--- config.mk ---
export PLATFORM = sky130hd
export DESIGN_NAME = rand_seq_buffer_flat
export DESIGN_NICKNAME = d
export VERILOG_FILES = /design/src/rtl/rand_seq_buffer_if.sv /design/src/rtl/rand_seq_buffer.sv /design/src/flat_wrapper.sv
export SDC_FILE = /design/constraint.sdc
export NUM_CORES = 1
export LEC_CHECK = 0
export BUFFER_PORTS_ARGS = -buffer_cell sky130_fd_sc_hd__buf_2
export CAP_MARGIN = 20
export CORE_ASPECT_RATIO = 0.75
export CORE_MARGIN = 2
export CORE_UTILIZATION = 30
export DETAILED_ROUTE_END_ITERATION = 16
export PLACE_DENSITY_LB_ADDON = 0.1
export REMOVE_ABC_BUFFERS = 1
export SLEW_MARGIN = 20
export SYNTH_ARGS = -nofsm -noshare
export SYNTH_HDL_FRONTEND = slang
export SYNTH_SLANG_ARGS = --single-unit
--- constraint.sdc ---
create_clock -name clk -period 4.4 [get_ports clk]
set_clock_uncertainty 0.2 [all_clocks]
set_input_delay 0 -clock clk [delete_from_list [all_inputs] [get_ports clk]]
set_output_delay 0 -clock clk [all_outputs]
set_load 0.01 [all_outputs]
--- src/rtl/rand_seq_buffer_if.sv ---
// rand_seq_buffer_if: playback symbol stream towards the game FSM.
// Valid/ready handshake carrying one symbol plus an end-of-sequence flag.
interface rand_seq_buffer_if #(
   parameter int SYM_BITS = 2
);
   logic                sym_valid;
   logic                sym_ready;
   logic [SYM_BITS-1:0] sym_out;
   logic                sym_last;

   modport master (
      output sym_valid,
      output sym_out,
      output sym_last,
      input  sym_ready
   );

   modport slave (
      input  sym_valid,
      input  sym_out,
      input  sym_last,
      output sym_ready
   );
endinterface

--- src/rtl/rand_seq_buffer.sv ---
// rand_seq_buffer: samples an upstream LFSR into a symbol sequence and replays it.
// Optional macro RAND_SEQ_NO_REPEAT_EN drops adjacent repeated symbols during fill.
module rand_seq_buffer #(
   parameter  int DEPTH    = 16,
   parameter  int SYM_BITS = 2,
   localparam int PW       = $clog2(DEPTH),
   localparam int LW       = $clog2(DEPTH) + 1
) (
   input  logic                 clk,
   input  logic                 reset,
   input  logic [7:0]           lfsr_in,
   input  logic                 lfsr_wrap_in,
   output logic                 lfsr_ce_out,
   input  logic                 gen_start,
   input  logic [LW-1:0]        gen_len,
   input  logic                 play_start,
   rand_seq_buffer_if.master    sym_if,
   output logic [LW-1:0]        seq_len,
   output logic                 seq_ready,
   output logic                 busy,
   output logic [7:0]           wrap_cnt
);

   typedef enum logic [1:0] {
      S_IDLE,
      S_FILL,
      S_READY,
      S_PLAY
   } state_e;

   state_e              state_q, state_d;
   logic [PW-1:0]       wr_ptr_q, wr_ptr_d;
   logic [PW-1:0]       rd_ptr_q, rd_ptr_d;
   logic [LW-1:0]       len_q, len_d;
   logic [LW-1:0]       seq_len_q, seq_len_d;
   logic                seq_ready_q, seq_ready_d;
   logic [7:0]          wrap_cnt_q, wrap_cnt_d;
   logic [SYM_BITS-1:0] mem_q [DEPTH];

   logic [SYM_BITS-1:0] sym_new;
   logic [LW-1:0]       gen_clamped;
   logic                gen_ok;
   logic                gen_take;
   logic                wr_en;
   logic                wr_last;
   logic                rd_fire;
   logic                rd_last;
   logic                lfsr_unused;

   // Fold the top and bottom LFSR bits so both ends of the register matter
   assign sym_new     = lfsr_in[SYM_BITS-1:0] ^ lfsr_in[7:8-SYM_BITS];
   assign lfsr_unused = ^lfsr_in;

   assign gen_ok      = gen_start && (gen_len != '0);
   assign gen_take    = gen_ok && ((state_q == S_IDLE) || (state_q == S_READY));
   assign gen_clamped = (gen_len > LW'(DEPTH)) ? LW'(DEPTH) : gen_len;

`ifdef RAND_SEQ_NO_REPEAT_EN
   logic [SYM_BITS-1:0] prev_sym_q;

   // First write of a fill always lands; later ones must differ from the last
   assign wr_en = (state_q == S_FILL) &&
                  ((wr_ptr_q == '0) || (sym_new != prev_sym_q));

   // Remember the most recently stored symbol for repeat suppression
   always_ff @(posedge clk) begin
      if (wr_en) begin
         prev_sym_q <= sym_new;
      end
   end
`else
   assign wr_en = (state_q == S_FILL);
`endif

   assign wr_last = wr_en && ({1'b0, wr_ptr_q} == (len_q - LW'(1)));
   assign rd_fire = (state_q == S_PLAY) && sym_if.sym_ready;
   assign rd_last = ({1'b0, rd_ptr_q} == (seq_len_q - LW'(1)));

   // State register
   always_ff @(posedge clk) begin
      if (!reset) begin
         state_q <= S_IDLE;
      end else begin
         state_q <= state_d;
      end
   end

   // Next-state logic; a new fill beats a replay request in READY
   always_comb begin
      state_d = state_q;
      unique case (state_q)
         S_IDLE: begin
            if (gen_ok) begin
               state_d = S_FILL;
            end
         end
         S_FILL: begin
            if (wr_last) begin
               state_d = S_READY;
            end
         end
         S_READY: begin
            if (gen_ok) begin
               state_d = S_FILL;
            end else if (play_start) begin
               state_d = S_PLAY;
            end
         end
         S_PLAY: begin
            if (rd_fire && rd_last) begin
               state_d = S_READY;
            end
         end
         default: begin
            state_d = S_IDLE;
         end
      endcase
   end

   // Datapath next-state: pointers, lengths, status and wrap counter
   always_comb begin
      wr_ptr_d    = wr_ptr_q;
      rd_ptr_d    = rd_ptr_q;
      len_d       = len_q;
      seq_len_d   = seq_len_q;
      seq_ready_d = seq_ready_q;
      wrap_cnt_d  = wrap_cnt_q;

      if (lfsr_wrap_in && (wrap_cnt_q != 8'hFF)) begin
         wrap_cnt_d = wrap_cnt_q + 8'd1;
      end

      if (gen_take) begin
         len_d       = gen_clamped;
         wr_ptr_d    = '0;
         seq_ready_d = 1'b0;
      end

      if (wr_en) begin
         wr_ptr_d = wr_ptr_q + PW'(1);
      end

      if (wr_last) begin
         seq_len_d   = len_q;
         seq_ready_d = 1'b1;
      end

      if ((state_q == S_READY) && play_start && !gen_ok) begin
         rd_ptr_d = '0;
      end

      if (rd_fire) begin
         rd_ptr_d = rd_ptr_q + PW'(1);
      end
   end

   // Datapath registers
   always_ff @(posedge clk) begin
      if (!reset) begin
         wr_ptr_q    <= '0;
         rd_ptr_q    <= '0;
         len_q       <= '0;
         seq_len_q   <= '0;
         seq_ready_q <= 1'b0;
         wrap_cnt_q  <= '0;
      end else begin
         wr_ptr_q    <= wr_ptr_d;
         rd_ptr_q    <= rd_ptr_d;
         len_q       <= len_d;
         seq_len_q   <= seq_len_d;
         seq_ready_q <= seq_ready_d;
         wrap_cnt_q  <= wrap_cnt_d;
      end
   end

   // Symbol store; contents are meaningless until a fill completes
   always_ff @(posedge clk) begin
      if (wr_en) begin
         mem_q[wr_ptr_q] <= sym_new;
      end
   end

   // Outputs decoded from state; stream fields are zero outside PLAY
   always_comb begin
      lfsr_ce_out      = (state_q == S_FILL);
      busy             = (state_q == S_FILL) || (state_q == S_PLAY);
      sym_if.sym_valid = (state_q == S_PLAY);
      sym_if.sym_out   = '0;
      sym_if.sym_last  = 1'b0;
      if (state_q == S_PLAY) begin
         sym_if.sym_out  = mem_q[rd_ptr_q];
         sym_if.sym_last = rd_last;
      end
   end

   assign seq_len   = seq_len_q;
   assign seq_ready = seq_ready_q;
   assign wrap_cnt  = wrap_cnt_q;

endmodule

--- src/flat_wrapper.sv ---
// flat-port wrapper written by rule: the top's interface ports become plain ports
module rand_seq_buffer_flat 
#(
   parameter  int DEPTH    = 16,
   parameter  int SYM_BITS = 2,
   localparam int PW       = $clog2(DEPTH),
   localparam int LW       = $clog2(DEPTH) + 1
)
  (clk, reset, lfsr_in, lfsr_wrap_in, lfsr_ce_out, gen_start, gen_len, play_start, seq_len, seq_ready, busy, wrap_cnt, sym_if_sym_valid, sym_if_sym_out, sym_if_sym_last, sym_if_sym_ready);
  rand_seq_buffer_if #(.SYM_BITS(SYM_BITS)) sym_if_i ();
  input  logic clk;
  input  logic reset;
  input  logic [7:0] lfsr_in;
  input  logic lfsr_wrap_in;
  output logic lfsr_ce_out;
  input  logic gen_start;
  input  logic [LW-1:0] gen_len;
  input  logic play_start;
  output logic [LW-1:0] seq_len;
  output logic seq_ready;
  output logic busy;
  output logic [7:0] wrap_cnt;
  output wire logic [$bits(sym_if_i.sym_valid)-1:0] sym_if_sym_valid;
  output wire logic [$bits(sym_if_i.sym_out)-1:0] sym_if_sym_out;
  output wire logic [$bits(sym_if_i.sym_last)-1:0] sym_if_sym_last;
  input wire logic [$bits(sym_if_i.sym_ready)-1:0] sym_if_sym_ready;
  assign sym_if_sym_valid = sym_if_i.sym_valid;
  assign sym_if_sym_out = sym_if_i.sym_out;
  assign sym_if_sym_last = sym_if_i.sym_last;
  assign sym_if_i.sym_ready = sym_if_sym_ready;
  rand_seq_buffer #(.DEPTH(DEPTH), .SYM_BITS(SYM_BITS)) u_core (.clk(clk), .reset(reset), .lfsr_in(lfsr_in), .lfsr_wrap_in(lfsr_wrap_in), .lfsr_ce_out(lfsr_ce_out), .gen_start(gen_start), .gen_len(gen_len), .play_start(play_start), .sym_if(sym_if_i), .seq_len(seq_len), .seq_ready(seq_ready), .busy(busy), .wrap_cnt(wrap_cnt));
endmodule
After elaboration in Yosys (flattened, before gate mapping)

Memory sizes are Yosys's and may differ from the RTL's. A register that Yosys moved wholly into a read port is not among the register bits.
Cells that the tools add are included.

Logic and storage cells: 61
Memories: 1
RAM bits: 32
Latch bits: 0
Bits of input ports: 19
ROM bits: 0
Register bits: 29
Output and inout bits: 20

Memories:

| memory       | words | bits a word | rd ports | clocked after memory_dff | wr ports | line                  | RTL |
|---|---|---|---|---|---|---|---|
| u_core.mem_q | 16    | 2           | 1        | 1                        | 1        | rand_seq_buffer.sv:38 | `logic [SYM_BITS-1:0] mem_q [DEPTH];` |

Bitwise operators: 1
Shift operators: 0
Reductions and logical operators: 17
Mux-type cells: 19
Add/subtract/negate cells: 5
$mul: 0
Order comparisons: 1
Divide/modulo/power cells: 0
Eq/ne operators: 10

Operators with widths:

| kind                                             | number |
|---|---|
| two-way mux 4 bit                                | 6 |
| two-way mux 2 bit                                | 6 |
| == test 4 x 5 -> 1 bit                           | 2 |
| subtractor 5 x 1 -> 5 bit, second input constant | 2 |
| adder 4 x 1 -> 4 bit, second input constant      | 2 |
| adder 8 x 1 -> 8 bit, second input constant      | 1 |
| logical AND 1 bit                                | 8 |
| != test 8 bit, second input constant             | 1 |
| one-hot mux 2 bit (4 select lines)               | 1 |
| nonzero test 2 bit                               | 3 |
| > comparator 5 bit, second input constant        | 1 |
| two-way mux 1 bit                                | 5 |
| two-way mux 5 bit                                | 1 |
| nonzero test 5 bit                               | 1 |
| == test 2 bit, second input constant             | 2 |
| != test 2 x 1 -> 1 bit, second input constant    | 2 |
| AND reduction 4 bit                              | 1 |
| != test 3 x 2 -> 1 bit, second input constant    | 1 |
| == test 2 x 1 -> 1 bit, second input constant    | 1 |
| logical NOT 2 bit                                | 1 |
| logical OR 1 bit                                 | 2 |
| != test 2 bit, second input constant             | 1 |
| bitwise XOR 2 bit                                | 1 |
| logical NOT 1 bit                                | 1 |

Logic depth before layout (Yosys ltp)

Word-level depth: 8
Mapped depth: 8
Depth with buffers taken out: 7

Worst setup path after synthesis

No wires, ideal clock.

Kind: flip-flop to flip-flop
From: reg u_core.len_q[0]
To: reg u_core.seq_len_q[0] (netlist: u_core.seq_len[0])
Clock period less this slack: 2.147 ns
Setup slack: 2.253 ns
Stages on the path, launching flop included: 9
Path buffers: 1
Required time: 4.081 ns
Arrival time: 1.827 ns
Cell sequence: dfxtp_1 inv_1 ha_1 or3b_1 a2111oi_2 nand4_1 buf_6 nand3_1 o31ai_2

Cells in the longest elaborated chain, start to end: 3

Ends and longest elaborated chain:

| element                   | line                   | RTL |
|---|---|---|
| start, declared           | rand_seq_buffer.sv:34  | `logic [LW-1:0] len_q, len_d;` |
| start signal, assigned    | rand_seq_buffer.sv:169 | `len_q <= len_d;` |
| subtractor 5 x 1 -> 5 bit | rand_seq_buffer.sv:75  | `assign wr_last = wr_en && ({1'b0, wr_ptr_q} == (len_q - LW'(1)));` |
| == test 4 x 5 -> 1 bit    | rand_seq_buffer.sv:75  |  |
| logical AND 1 bit         | rand_seq_buffer.sv:75  |  |
| end signal, assigned      | rand_seq_buffer.sv:170 | `seq_len_q <= seq_len_d;` |
| end, declared             | rand_seq_buffer.sv:35  | `logic [LW-1:0] seq_len_q, seq_len_d;` |

Parallel ways exist; a longest one is shown, timed or not.
A chain may end at the register's enable or synchronous reset.

Worst setup path after layout

From: reg u_core.len_q[0]
To: reg u_core.state_q[0]

Cells in the longest elaborated chain, start to end: 5

Ends and longest elaborated chain:

| element                              | line                  | RTL |
|---|---|---|
| subtractor 5 x 1 -> 5 bit            | rand_seq_buffer.sv:75 |  |
| == test 4 x 5 -> 1 bit               | rand_seq_buffer.sv:75 |  |
| logical AND 1 bit                    | rand_seq_buffer.sv:75 |  |
| != test 2 bit (no source line)       | -                     |  |
| AND reduction 4 bit (no source line) | -                     |  |
| end signal, assigned                 | rand_seq_buffer.sv:84 | `state_q <= state_d;` |
| end, declared                        | rand_seq_buffer.sv:31 | `state_e state_q, state_d;` |

Every way passes these cells.

==> run summary <==
PLACE
-------------------------------------------------------------------------------------------------
DP HPWL                                                                              4410 microns
Instance area at placement                                                             3240 sq um
Worst slack after detailed placement                                                      1.79 ns
Count of input and output buffers                                                              34
DP Cell Count                                                                                 421
Final weighted congestion in routability-driven placement                                   0.693

LOGIC SYNTHESIS
-------------------------------------------------------------------------------------------------
Area fraction in compound gates after synthesis                                             8.55%
Fraction of registers with async set/reset                                                     0%
Number of cells produced by synthesis                                                         264
Register bit count reported by yosys                                                           65
Number of warnings printed during yosys synthesis                                               0
Multiplexer fraction of the synthesized cell area                                           8.34%
Combinational family with the most area after synthesis                              simple AND/OR/NAND/NOR gates
Largest area contributor in the netlist                                              sky130_fd_sc_hd__edfxtp_1
Number of distinct library cell variants in the gate-level netlist after synthesis             37
Yosys top cell area share                                                                   32.7%
Xor and xnor fraction of the mapped netlist area                                            5.06%
Combined area of all synthesized cells                                                 2940 sq um
Simple-gate share of the synthesized area                                                   16.0%
Number of synthesized flops with an enable pin                                                 32
Cells taking the most area after synthesis                                           sky130_fd_sc_hd__edfxtp_1 (33%), sky130_fd_sc_hd__dfxtp_1 (22%), sky130_fd_sc_hd__mux4_2 (7.7%)
Portion of the post-synthesis area used by sequential elements                              55.1%
Mean instance size in the synthesized netlist                                          11.1 sq um
Post-synthesis adder-cell area fraction                                                     3.40%
Predominant post-synthesis flop cell                                                 sky130_fd_sc_hd__dfxtp_1

WORST SETUP PATH
-------------------------------------------------------------------------------------------------
CP cell instances                                                                    inv_1 -> ha_1 -> or3b_1 -> a2111oi_2 -> nand4_1 -> nand2_1 -> a21oi_1 -> dlygate4sd3_1
CP required                                                                               4.41 ns
Number of buffers and inverters on the critical path                                            2
Startpoint type of the worst setup path                                                 flip-flop
Classification of the worst setup path                                                    reg2reg
Gate family responsible for the most delay along the worst path                      simple AND/OR/NAND/NOR gates
Kind of end point of the critical path                                                  flip-flop
Slowest stage delay, CP                                                                   0.55 ns
CP Data Arrival Time                                                                      3.02 ns
Highest-delay cell along the critical path                                           sky130_fd_sc_hd__dlygate4sd3_1
CP Max Fanout                                                                                  12

CLOCK NETWORK
-------------------------------------------------------------------------------------------------
Clock tree from TritonCTS                                                                   built
Root Buffer Master                                                                   sky130_fd_sc_hd__clkbuf_16
Total clock sinks                                                                              65
Total number of H-tree levels                                                                   3
Worst-skew pair later-pin latency                                                         0.33 ns
Total clock buffers created by CTS                                                              9
Number of buffers added for setup after CTS                                                     0
Maximum number of buffers from clock root to sink                                               2
Clock slew at reported path FFs                                                           0.05 ns

CELLS AND AREA
-------------------------------------------------------------------------------------------------
Syn-to-layout area delta                                                                    26.7%
Inserted Diodes                                                                                 0
Count of nets after finishing                                                                 345
Commonest cells after routing, fill and taps aside                                   sky130_fd_sc_hd__buf_2 (34), sky130_fd_sc_hd__dfxtp_1 (33), sky130_fd_sc_hd__edfxtp_1 (32), sky130_fd_sc_hd__nor2_1 (26), sky130_fd_sc_hd__nand2_1 (23)
Final instance count without filler cells                                                     455
Commonest non-fill, non-tap cell in the layout                                       sky130_fd_sc_hd__buf_2
Share of layout cells above drive strength 1                                                19.8%
Post-route design area                                                                 3730 sq um

STA
-------------------------------------------------------------------------------------------------
Final number of max-transition violations                                                       0
Final worst path period share                                                               68.3%
Setup TNS                                                                                    0 ns
Fin crit period                                                                           3.00 ns
Final Worst Setup Slack                                                                   1.40 ns
Upper clock frequency limit                                                             0.333 GHz
Pin slew with the least headroom to its limit                                            0.799 ns
# setup viols final                                                                             0
Relative slew margins                                                                       46.4%
Final Hold Fails                                                                                0
Setup repair after global routing missed its margin                                            no

DETAILED ROUTING
-------------------------------------------------------------------------------------------------
Number of nets with antenna violations after detailed routing                                   0
Number of vias after detailed routing                                                        2093
Iteration-0 DRC count of the detailed router                                                  123
Average wire per cell in the routed design                                           14.2 microns
Iteration count of the initial detailed-routing pass                                            4
Aggregate routed wire length                                                         6450 microns
Average via count per standard cell                                                          4.60
DR DRC count                                                                                    0

POWER
-------------------------------------------------------------------------------------------------
Static power due to leakage                                                               1.33 nW
Peak supply drop                                                                         0.228 mV
Power consumption                                                                         1.48 mW
Power density of the placed cells                                                     397 nW/um^2

DIE
-------------------------------------------------------------------------------------------------
Core Rows                                                                                      31
Number of top-level design ports                                                               39
CORE AREA                                                                              9580 sq um
Effective utilization at floorplan                                                          30.7%
Y dimension of the die                                                               89.8 microns
Total Die Area                                                                        10600 sq um
Die Wd                                                                                118 microns

MIN PATH
-------------------------------------------------------------------------------------------------
Path category of the worst min-delay check                                                 in2reg

GLOBAL ROUTE
-------------------------------------------------------------------------------------------------
Total GRT Usage                                                                             13.1%
Global-route wire length before repair                                               10900 microns
Pin count of the biggest net entering global routing                                           26
GRT overflow                                                                                    0
Initial antenna violation count                                                                 0
Via count of the first global-routing pass                                                   2110

OUTCOME
-------------------------------------------------------------------------------------------------
Status                                                                                  completed

FLOW RUN
-------------------------------------------------------------------------------------------------
Max-capacitance violation count                                                                 0

[worst min-delay path, cell delays in order]
cell and delay (ns):
sky130_fd_sc_hd__buf_2 0.09, sky130_fd_sc_hd__o21ai_1 0.10, sky130_fd_sc_hd__nand4_1 0.19, sky130_fd_sc_hd__and3_1 0.21
[cells in the mapped netlist (all sizes together) (2+ instances only)]
cell      n
nand3b    3
nor3     10
a2111oi   2
nand3    14
mux4     10
xnor2    12
inv      13
and3      3
o211ai    2
buf       3
mux2i     2
xor2      5
or2       2
o21ai     8
dfxtp    33
a21oi    20
clkbuf    8
edfxtp   32
nand2b    5
nand4     6
o31ai     3
nor2     26
nand2    23
ha        8
and2      2
[routing by layer]
| metal | track usage [%] | share of wire, % | vias to the layer above |
|---|---|---|---|
| met5 | 0 | 0 | - |
| met4 | 5.12 | 1.7 | 0 |
| met3 | 4.38 | 5.6 | 12 |
| met2 | 18.3 | 42 | 49 |
| met1 | 18.8 | 50 | 976 |
| li1 | - | - | 1056 |
[kinds of logic (layout without fill, tap and decap cells)]
group | count (synthesis) | after routing
simple gates | 98 | 98
flops | 65 | 65
compound gates | 39 | 39
buf+inv | 25 | 84
xor+xnor | 17 | 17
mux | 12 | 12
fa+ha+maj | 8 | 8
[sequential cells by signal, summed over array words and instances, names as in the netlist, named ones only]
name	flops
u_core.len_q	5
u_core.mem_q	32
u_core.rd_ptr_q	4
u_core.seq_len	5
u_core.seq_ready	1
u_core.state_q	2
u_core.wr_ptr_q	4
u_core.wrap_cnt	8
[final timing paths]
kind                                  startpoint            endpoint  slack, ns  cells past startpoint
worst max-delay path             u_core.len_q[0]   u_core.state_q[0]       1.40                      8
worst min-delay path                   gen_start  u_core.rd_ptr_q[2]       0.10                      4
worst max register to register   u_core.len_q[0]   u_core.state_q[0]       1.40                      8
worst min register to register  u_core.seq_ready    u_core.seq_ready       0.26                      2
[stage by stage]
stage | util [%] | hold slack (ns)
floorplan | - | -0.112
global placement | 33.8 | 0.0190
detailed placement | 33.8 | 0.0250
CTS | 38.9 | 0.0913
global route | 38.9 | 0.143
finish | 38.9 | 0.102
[final cells by class]
cell class	count	area (sq um)
Fill cell	951	5850
Sequential cell	65	1620
Multi-Input combinational cell	174	1220
Timing Repair Buffer	54	365
Clock buffer	13	240
Tap cell	132	165
Clock inverter	3	65.1
Inverter	14	52.6
[timing repair]
action,CTS,global route
resized for setup,0,0
hold buffers,18,0
hold endpoints to repair,51,0
[where the power goes]
group,leakage (nW),internal [mW],switching (mW),total [mW]
sequential,0.556,0.648,0.00944,0.658
combinational,0.631,0.0382,0.0482,0.0863
clock,0.148,0.495,0.239,0.734
(Power assumes the default switching activity.)
